$ cat src/rtl/comparator_scheduler_pkg.sv
// Shared types and sizing constants for the comparator scheduler.
package comparator_sched_pkg;

    typedef enum logic [1:0] {
        IDLE = 2'd0,
        CMP  = 2'd1,
        RESP = 2'd2
    } state_t;

    localparam int NREQ_DEF = 4;

    function automatic int idw_of(input int n);
        return (n <= 2) ? 1 : $clog2(n);
    endfunction

    localparam int IDW_DEF = idw_of(NREQ_DEF);

endpackage

$ cat src/rtl/comparator_scheduler_if.sv
// Request/response bundle between requesters and the scheduler.
interface comparator_scheduler_if
    import comparator_sched_pkg::*;
#(
    parameter int NREQ = NREQ_DEF
);
    localparam int IDW = idw_of(NREQ);

    logic [NREQ-1:0]   req_valid;
    logic [NREQ*8-1:0] req_a;
    logic [NREQ*8-1:0] req_b;
    logic [NREQ-1:0]   req_ready;
    logic              rsp_valid;
    logic              rsp_ready;
    logic [IDW-1:0]    rsp_id;
    logic              rsp_equal;
    logic              rsp_greater;
    logic              rsp_less;
    logic              busy;

    modport master (
        output req_valid, req_a, req_b, rsp_ready,
        input  req_ready, rsp_valid, rsp_id,
        input  rsp_equal, rsp_greater, rsp_less, busy
    );

    modport slave (
        input  req_valid, req_a, req_b, rsp_ready,
        output req_ready, rsp_valid, rsp_id,
        output rsp_equal, rsp_greater, rsp_less, busy
    );

endinterface

$ cat src/rtl/comparator_scheduler_arb.sv
// Combinational round-robin arbiter; pointer state lives in the caller.
module rr_arbiter
    import comparator_sched_pkg::*;
#(
    parameter int NREQ = NREQ_DEF,
    localparam int IDW = idw_of(NREQ)
) (
    input  logic [NREQ-1:0] req,
    input  logic [IDW-1:0]  ptr,
    output logic [NREQ-1:0] grant,
    output logic [IDW-1:0]  grant_idx,
    output logic            any
);

    logic found;
    int   idx;

    // Search upward from ptr, wrapping; first hit wins.
    always_comb begin
        grant     = '0;
        grant_idx = '0;
        found     = 1'b0;
        idx       = 0;
        any       = |req;
        for (int i = 0; i < NREQ; i++) begin
            idx = int'(ptr) + i;
            if (idx >= NREQ) idx = idx - NREQ;
            if (!found && req[idx]) begin
                found      = 1'b1;
                grant[idx] = 1'b1;
                grant_idx  = IDW'(idx);
            end
        end
    end

endmodule

$ cat src/rtl/comparator_scheduler_cmp.sv
// Registered 8-bit unsigned magnitude comparator; no reset on purpose.
module comparator_8bit_clk (
    input  logic       clk,
    input  logic [7:0] a,
    input  logic [7:0] b,
    output logic       equal,
    output logic       greater,
    output logic       less
);

    always_ff @(posedge clk) begin
        equal   <= (a == b);
        greater <= (a > b);
        less    <= (a < b);
    end

endmodule

$ cat src/rtl/comparator_scheduler.sv
// Round-robin front end sharing one registered comparator among requesters.
module comparator_scheduler
    import comparator_sched_pkg::*;
#(
    parameter int NREQ = NREQ_DEF
) (
    input logic                   clk,
    input logic                   rst,
    comparator_scheduler_if.slave bus
);

    localparam int IDW = idw_of(NREQ);

    state_t          state;
    logic [IDW-1:0]  ptr;
    logic [IDW-1:0]  id_q;
    logic [7:0]      a_q;
    logic [7:0]      b_q;
    logic            rsp_valid_q;
    logic            busy_q;

    logic [NREQ-1:0] grant;
    logic [IDW-1:0]  grant_idx;
    logic            any;
    logic            take;
    logic [7:0]      sel_a;
    logic [7:0]      sel_b;
    logic            cmp_eq;
    logic            cmp_gt;
    logic            cmp_lt;

    rr_arbiter #(.NREQ(NREQ)) u_arb (
        .req       (bus.req_valid),
        .ptr       (ptr),
        .grant     (grant),
        .grant_idx (grant_idx),
        .any       (any)
    );

    comparator_8bit_clk u_cmp (
        .clk     (clk),
        .a       (a_q),
        .b       (b_q),
        .equal   (cmp_eq),
        .greater (cmp_gt),
        .less    (cmp_lt)
    );

    assign take  = (state == IDLE) && !rst && any;
    assign sel_a = bus.req_a[8*int'(grant_idx) +: 8];
    assign sel_b = bus.req_b[8*int'(grant_idx) +: 8];

    always_ff @(posedge clk) begin
        if (rst) begin
            state       <= IDLE;
            ptr         <= '0;
            id_q        <= '0;
            a_q         <= '0;
            b_q         <= '0;
            rsp_valid_q <= 1'b0;
            busy_q      <= 1'b0;
        end else begin
            unique case (state)
                IDLE: begin
                    if (take) begin
                        a_q    <= sel_a;
                        b_q    <= sel_b;
                        id_q   <= grant_idx;
                        ptr    <= (int'(grant_idx) == NREQ - 1)
                                  ? '0 : grant_idx + 1'b1;
                        busy_q <= 1'b1;
                        state  <= CMP;
                    end
                end
                CMP: begin
                    rsp_valid_q <= 1'b1;
                    state       <= RESP;
                end
                RESP: begin
                    if (bus.rsp_ready) begin
                        rsp_valid_q <= 1'b0;
                        busy_q      <= 1'b0;
                        state       <= IDLE;
                    end
                end
                default: begin
                    rsp_valid_q <= 1'b0;
                    busy_q      <= 1'b0;
                    state       <= IDLE;
                end
            endcase
        end
    end

    // Comparator output is undefined until first used; gate with valid.
    assign bus.req_ready   = take ? grant : '0;
    assign bus.rsp_valid   = rsp_valid_q;
    assign bus.rsp_id      = id_q;
    assign bus.rsp_equal   = rsp_valid_q & cmp_eq;
    assign bus.rsp_greater = rsp_valid_q & cmp_gt;
    assign bus.rsp_less    = rsp_valid_q & cmp_lt;
    assign bus.busy        = busy_q;

endmodule
$ cat src/flat_wrapper.sv
// flat-port wrapper written by rule: the top's interface ports become plain ports
module comparator_scheduler_flat import comparator_sched_pkg::*;
#(
    parameter int NREQ = NREQ_DEF
)
  (clk, rst, bus_req_valid, bus_req_a, bus_req_b, bus_rsp_ready, bus_req_ready, bus_rsp_valid, bus_rsp_id, bus_rsp_equal, bus_rsp_greater, bus_rsp_less, bus_busy);
  comparator_scheduler_if #(.NREQ(NREQ)) bus_i ();
  input logic clk;
  input logic rst;
  input wire logic [$bits(bus_i.req_valid)-1:0] bus_req_valid;
  input wire logic [$bits(bus_i.req_a)-1:0] bus_req_a;
  input wire logic [$bits(bus_i.req_b)-1:0] bus_req_b;
  input wire logic [$bits(bus_i.rsp_ready)-1:0] bus_rsp_ready;
  output wire logic [$bits(bus_i.req_ready)-1:0] bus_req_ready;
  output wire logic [$bits(bus_i.rsp_valid)-1:0] bus_rsp_valid;
  output wire logic [$bits(bus_i.rsp_id)-1:0] bus_rsp_id;
  output wire logic [$bits(bus_i.rsp_equal)-1:0] bus_rsp_equal;
  output wire logic [$bits(bus_i.rsp_greater)-1:0] bus_rsp_greater;
  output wire logic [$bits(bus_i.rsp_less)-1:0] bus_rsp_less;
  output wire logic [$bits(bus_i.busy)-1:0] bus_busy;
  assign bus_i.req_valid = bus_req_valid;
  assign bus_i.req_a = bus_req_a;
  assign bus_i.req_b = bus_req_b;
  assign bus_i.rsp_ready = bus_rsp_ready;
  assign bus_req_ready = bus_i.req_ready;
  assign bus_rsp_valid = bus_i.rsp_valid;
  assign bus_rsp_id = bus_i.rsp_id;
  assign bus_rsp_equal = bus_i.rsp_equal;
  assign bus_rsp_greater = bus_i.rsp_greater;
  assign bus_rsp_less = bus_i.rsp_less;
  assign bus_busy = bus_i.busy;
  comparator_scheduler #(.NREQ(NREQ)) u_core (.clk(clk), .rst(rst), .bus(bus_i));
endmodule
$ cat config.mk
export PLATFORM = sky130hd
export DESIGN_NAME = comparator_scheduler_flat
export DESIGN_NICKNAME = d
export VERILOG_FILES = /design/src/rtl/comparator_scheduler_pkg.sv /design/src/rtl/comparator_scheduler_if.sv /design/src/rtl/comparator_scheduler_arb.sv /design/src/rtl/comparator_scheduler_cmp.sv /design/src/rtl/comparator_scheduler.sv /design/src/flat_wrapper.sv
export SDC_FILE = /design/constraint.sdc
export NUM_CORES = 1
export LEC_CHECK = 0
export CAP_MARGIN = 10
export CORE_ASPECT_RATIO = 2
export CORE_MARGIN = 5
export CORE_UTILIZATION = 44
export DETAILED_ROUTE_END_ITERATION = 12
export PLACE_DENSITY = 0.8
export SLEW_MARGIN = 15
export SYNTH_ARGS = -nofsm -noshare
export SYNTH_HDL_FRONTEND = slang
export SYNTH_HIERARCHICAL = 1
export SYNTH_SLANG_ARGS = --single-unit
export TNS_END_PERCENT = 10
$ cat constraint.sdc
create_clock -name clk -period 3.5 [get_ports clk]
set_input_delay 0.875 -clock clk [delete_from_list [all_inputs] [get_ports clk]]
set_output_delay 0.875 -clock clk [all_outputs]
set_load 0.03 [all_outputs]
* After elaboration in Yosys (flattened, before gate mapping) *
Index checks and enable logic that the tools add are counted.
W data, S select, Z words.

storage, ports and cells
  bits in registers = 27
  input bits = 71
  output and inout port bits = 11
  logic and storage cells = 111

operators by class
  add/sub/neg operators = 8
  magnitude comparators = 14
  eq/ne operators = 6
  shift operators = 2
  multiplexer cells = 44
  bitwise gates (word level) = 8
  reduce and logical (&&, ||, !) cells = 19

operators by type and width
  operator               number
  $ge A32 B1 Y1 const B  4
  $lt A32 B4 Y1 const B  4
  $mux W32               4
  $shiftx A32 B6 Y8      2
  $mux W4                5
  $mux W1                17
  $mux W2                7
  $or A4 B4 Y4           3
  $sub A3 B3 Y4 const B  3
  $ge A3 B3 Y1 const B   3
  $logic_and A1 B1 Y1    9
  $bmux W1 S2            4
  $demux W1 S2           4
  $eq A8 B8 Y1           1
  $gt A8 B8 Y1           1
  $lt A8 B8 Y1           1
  $add A2 B2 Y3 const B  2
  $pmux W1 S3            2
  $pmux W2 S3            1
  $reduce_and A2 Y1      3
  $eq A2 B1 Y1 const B   2
  $logic_not A1 Y1       4
  $reduce_or A4 Y1       1
  $sub A2 B3 Y4 const B  1
  other kinds (10)       13

* Depth between registers and ports, before layout *
  depth after elaboration = 17
  mapped depth = 14
  depth with buffers taken out = 11

* Cells and area by module *
The synthesis kept the hierarchy.

modules (own cells, without submodules)
  module                times used  cells an instance  area an instance (um2)  seq. area each (um2)
  comparator_scheduler  1           128                1361.3                  480.5
  rr_arbiter            1           54                 483.0                   0.0
  comparator_8bit_clk   1           32                 285.3                   60.1

* Least setup slack after synthesis *
No wires, ideal clock.

  kind = in2out
  from = in bus_req_valid[1]
  to = out bus_req_ready[0]
  arrival time = 2.189 ns
  data required time = 2.625 ns
  setup slack = 0.436 ns
  stages = 6
  path buffers = 0
  cell sequence = mux4_2 > nand2b_4 > nor3_4 > a22oi_1 > o21ai_0 > and2_1

on the way
  cells in the longest elaborated chain, start to end = 14
  elaborated cells between the ends (all ways) = 31
  those cells by class = 20 x mux; 3 x bitwise; 8 x reduce/logical

ends and longest elaborated chain
  element                                     line                            RTL
  start, declared                             flat_wrapper.sv:10              input wire logic [$bits(bus_i.req_valid)-1:0] bus_req_valid;
  $bmux W1 S2                                 comparator_scheduler_arb.sv:28  if (!found && req[idx]) begin
  $mux W1 (not written as such) (2 in a row)  comparator_scheduler_arb.sv:28
  $mux W1                                     comparator_scheduler_arb.sv:28
  $logic_not A1 Y1                            comparator_scheduler_arb.sv:28
  $logic_and A1 B1 Y1                         comparator_scheduler_arb.sv:28
  $mux W1                                     comparator_scheduler_arb.sv:28
  $logic_not A1 Y1                            comparator_scheduler_arb.sv:28
  $logic_and A1 B1 Y1                         comparator_scheduler_arb.sv:28
  $mux W1                                     comparator_scheduler_arb.sv:28
  $logic_not A1 Y1                            comparator_scheduler_arb.sv:28
  $logic_and A1 B1 Y1                         comparator_scheduler_arb.sv:28
  $mux W4 (*)                                 comparator_scheduler_arb.sv:28
  named net u_core.grant[0]                   comparator_scheduler.sv:22      logic [NREQ-1:0] grant;
  $mux W4 (*)                                 comparator_scheduler.sv:96      assign bus.req_ready = take ? grant : '0;
  end, declared                               flat_wrapper.sv:14              output wire logic [$bits(bus_i.req_ready)-1:0] bus_req_ready;

The timed path passes the listed nets; every way through them passes the cells marked *. The select of a mux whose other input is x is not followed.

* Worst setup path after layout *
  from = in bus_req_valid[0]
  to = out bus_req_ready[0]

The elaborated chain is that of the path after synthesis.

==> results by group <==
Synth
  • Area of the mapped netlist: 2130 um2
  • Number of distinct library cells after synthesis: 41
  • Ys Warns: 6
  • EDFF count, synth: 0
  • #FFs+latches synth: 27
  • Top flip-flop cell by instance count after synthesis: sky130_fd_sc_hd__dfxtp_1
  • Average cell area after synthesis: 9.951 um2
  • Sequential cell area fraction in the yosys report: 25.38%
  • Post-Syn Nets: approximately 300
  • Synthesized netlist cell count: ~210
  • Async set-or-reset flop fraction in the synthesized netlist: 0%

Timing
  • Fin crit period: around 3.4 ns
  • Slew at the pin with the worst max-slew slack: 0.5541 ns
  • Count of final hold-check violations: 0
  • Worst rel slew slack: 63.06%
  • Final worst path period share: 97.40%
  • Maximum achievable frequency: 0.2933 GHz
  • Post-route worst setup slack: 0.09105 ns
  • Final setup vio count: 0
  • Layout Skew: 0.008450 ns
  • Slew Viols, Final: 0

Run
  • Max-cap violations: 0

Clock network
  • Sinks on the clock net: 27
  • Clock transition time at the flip-flop clock pins of the worst setup and hold paths: 0.08 ns
  • CTS Root Buffer Type: sky130_fd_sc_hd__clkbuf_8
  • H-Tree Level Count: 1
  • Max clock buf depth: 2
  • CTS tree: done
  • Number of CTS-inserted buffers: 3
  • Insertion delay of the later-clocked pin in the worst-skew pair: 0.27 ns

Power and ir drop
  • Internal power: between 0.001 and 0.0015 W
  • Combinational share of power: 68.1%
  • Switching Share: approximately 39%
  • Power per standard cell area: 651.2 nW/um2
  • Leakage power summed over all cells: between 1 and 1.5 nW
  • Share of power burned in the clock network: around 8.5%
  • NetSw: between 0.0007 and 0.0008 W
  • Seq pwr share: a little under a quarter
  • Worst IR Drop VDD: 0.4759 mV
  • Total power after layout: 0.002049 W

Floorplanning
  • Placeable Area: around 4800 um2
  • Full die area: around 6400 um2
  • Std-Cell Rows: 36
  • # IOs: 82
  • Floorplan die height: approximately 110 um
  • Initial core utilization: 44.60%
  • Die Width: 59.19 um

Worst setup path
  • CP Max Fanout: 5
  • Beginning of the worst register-to-register path: u_core/ptr[1]
  • Crit path buf inv count: 2
  • Data arrival time of the critical path: 2.53 ns
  • Kind of cell adding the most delay to the critical path: simple AND/OR/NAND/NOR gates
  • Critical path's largest stage delay: 0.51 ns
  • CP max-delay cell: sky130_fd_sc_hd__mux4_2
  • Endpoint class of the critical path: output pin
  • Series of cell instances along the critical path: clkdlybuf4s15_1 > mux4_2 > nand2b_4 > nor3_4 > a22oi_1 > o21ai_1 > and2_4 > buf_6
  • Type of the worst setup path: in2out
  • Startpoint of the most critical setup path: bus_req_valid[0]
  • Worst path required time: 2.62 ns
  • Critical path launch point type: primary input

GRT
  • Number of global-route vias before repair: between 2000 and 2500
  • Global-route wire length before repair: 8.694 mm
  • Total global routing overflow: 0
  • Largest net degree at the start of global routing: 40
  • Overall Global Routing Usage: 16.89%
  • Antenna violations before repair: 0

Detailed routing
  • Drt drc: 0
  • Total number of vias: a little under 2000
  • Met2 wirelength from detailed routing: 2.814 mm
  • Detailed Routing Iterations Pass 1: 4
  • Detailed route wirelength on metal3: 366 um
  • Initial DRC count: 73
  • Per-cell routed wire length: 14.72 um
  • Post-detailed-route count of antenna-violating nets: 0
  • Via/cell ratio: 5.421
  • DRT met1 WL: 2.111 mm
  • Final routed wirelength across all metal layers: 5.342 mm
  • Highest metal layer with signal wires: met4

Cells and area
  • Share of cells above drive strength 1: 18.95%
  • Number of diodes added for antenna fixing: 0
  • Area Overhead vs Synth: 47.77%
  • Total number of nets in the final design: 395

Placement
  • Half-perimeter wire length after detailed placement: 4.209 mm
  • GPL Wtd Cong: 0.7162
  • Post-Place Worst Slack: -0.1872 ns
  • Input/output buffers: slightly above 80

Worst hold path
  • Hold crit path type: reg2reg
  • Start point of the worst min-delay path: u_core/b_q[1]

Outcome
  • Run status: complete, no violations
cell usage after synthesis, drive strengths merged, types with 2 or more instances:
cell	n	share of area, %
clkbuf	6	1.2
mux2i	4	1.9
ha	17	10
and2	7	2.1
a22oi	8	2.8
inv	12	2.1
buf	8	3.1
nor2	10	1.8
nand2	24	4.3
nor3	2	1.0
mux4	20	22
dfxtp	27	25
nand2b	19	5.9
nand4	2	0.88
a21oi	5	1.4
o21ai	25	5.9
nor2b	4	1.9
o211ai	2	0.94
path summary, 6_finish.rpt:
| check | end | slack, ns | cells past startpoint |
|---|---|---|---|
| hold / removal | u_core/b_q[1] | 0.48 | 2 |
| setup / recovery | bus_req_ready[0] | 0.09 | 8 |
| hold reg to reg | u_core/b_q[1] | 0.48 | 2 |
| setup reg to reg | u_core/b_q[4] | 0.46 | 11 |
area by class of cell:
class	instances	area, um2
clock buffer	3	41.29
sequential	27	540.5
multi-input combinational	161	1468
inverter	12	45.04
tap	57	71.32
fill	397	1628
timing repair buffer	102	975.9
clock inverter	1	5.005
flip-flops by register name, indices dropped and copies added (netlist names):
| register | cells |
|---|---|
| u_core/u_cmp/less | 1 |
| u_core/bus.busy | 1 |
| u_core/b_q | 8 |
| u_core/u_cmp/greater | 1 |
| u_core/u_cmp/equal | 1 |
| u_core/ptr | 2 |
| u_core/bus.rsp_valid | 1 |
| u_core/bus.rsp_id | 2 |
| u_core/state | 2 |
| u_core/a_q | 8 |
cell usage in the layout (no fill, tap or decap), types with 8 or more instances in the layout:
cell | synthesis | layout
sky130_fd_sc_hd__nand2_1 | 23 | 23
sky130_fd_sc_hd__buf_4 | 3 | 21
sky130_fd_sc_hd__a22oi_1 | 8 | 8
sky130_fd_sc_hd__ha_1 | 17 | 17
sky130_fd_sc_hd__clkdlybuf4s50_1 | 0 | 73
sky130_fd_sc_hd__nand2b_1 | 18 | 18
sky130_fd_sc_hd__o21ai_0 | 25 | 23
sky130_fd_sc_hd__mux4_2 | 14 | 14
sky130_fd_sc_hd__inv_1 | 12 | 12
sky130_fd_sc_hd__dfxtp_1 | 27 | 27
sky130_fd_sc_hd__nor2_1 | 10 | 10
layer usage:
layer / vias up / GRT usage, %
met1: 929 / 21.63
li1: 961 / -
met2: 72 / 27.54
met3: 6 / 3.345
met4: 0 / 5.997
met5: - / 0
stage by stage:
stage                     hold slack (ns)  utilization [%]  instances   TNS, ns  cell area (um2)
after floorplan                    0.4486                -        214         0             2130
after global placement             0.4559            63.78        351    -1.418             3045
after detailed placement           0.4697            63.78        351    -2.319             3045
after CTS                          0.4837            65.44        360         0             3124
after global routing               0.5163            65.91        363  -0.03804             3147
final                              0.4788            65.91        363         0             3147
timing repair:
item | 4_1_cts | 5_1_grt
gates resized for setup | 4 | 12
setup buffers | 5 | 3
pin swaps | 1 | 2
gates cloned | 0 | 0
hold buffers | 0 | 0
setup endpoints to repair | 4 | 3
endpoints found under the hold margin | 0 | 0
logic make-up (layout without fill, tap and decap cells):
| group | count (synthesis) | in the layout | share of synthesized area [%] |
|---|---|---|---|
| buffers and inverters | 26 | 118 | 6.462 |
| AO/OA/AOI/OAI | 47 | 47 | 13.63 |
| adder cells (fa/ha/maj) | 17 | 17 | 9.988 |
| AND/OR/NAND/NOR | 72 | 72 | 19.92 |
| multiplexers | 25 | 25 | 24.62 |
| flip-flops | 27 | 27 | 25.38 |
tightest hold or removal path, cell delays in order, from the launching register on:
cell	delay, ns
sky130_fd_sc_hd__dfxtp_1	0.32
sky130_fd_sc_hd__nand2b_1	0.06
sky130_fd_sc_hd__o21ai_0	0.06
power by group through the flow:
stage / Combinational [W] / Sequential [W] / Clock [W]
final: 0.00139 / 0.000481 / 0.000173
after global routing: 0.00154 / 0.000498 / 0.000194
after CTS: 0.00137 / 0.000483 / 0.000178
after detailed placement: 0.00133 / 0.000490 / 0
after global placement: 0.00130 / 0.000483 / 0
after floorplan: 0.000961 / 0.000499 / 0
Note: power is estimated with default switching activity, not from simulation.
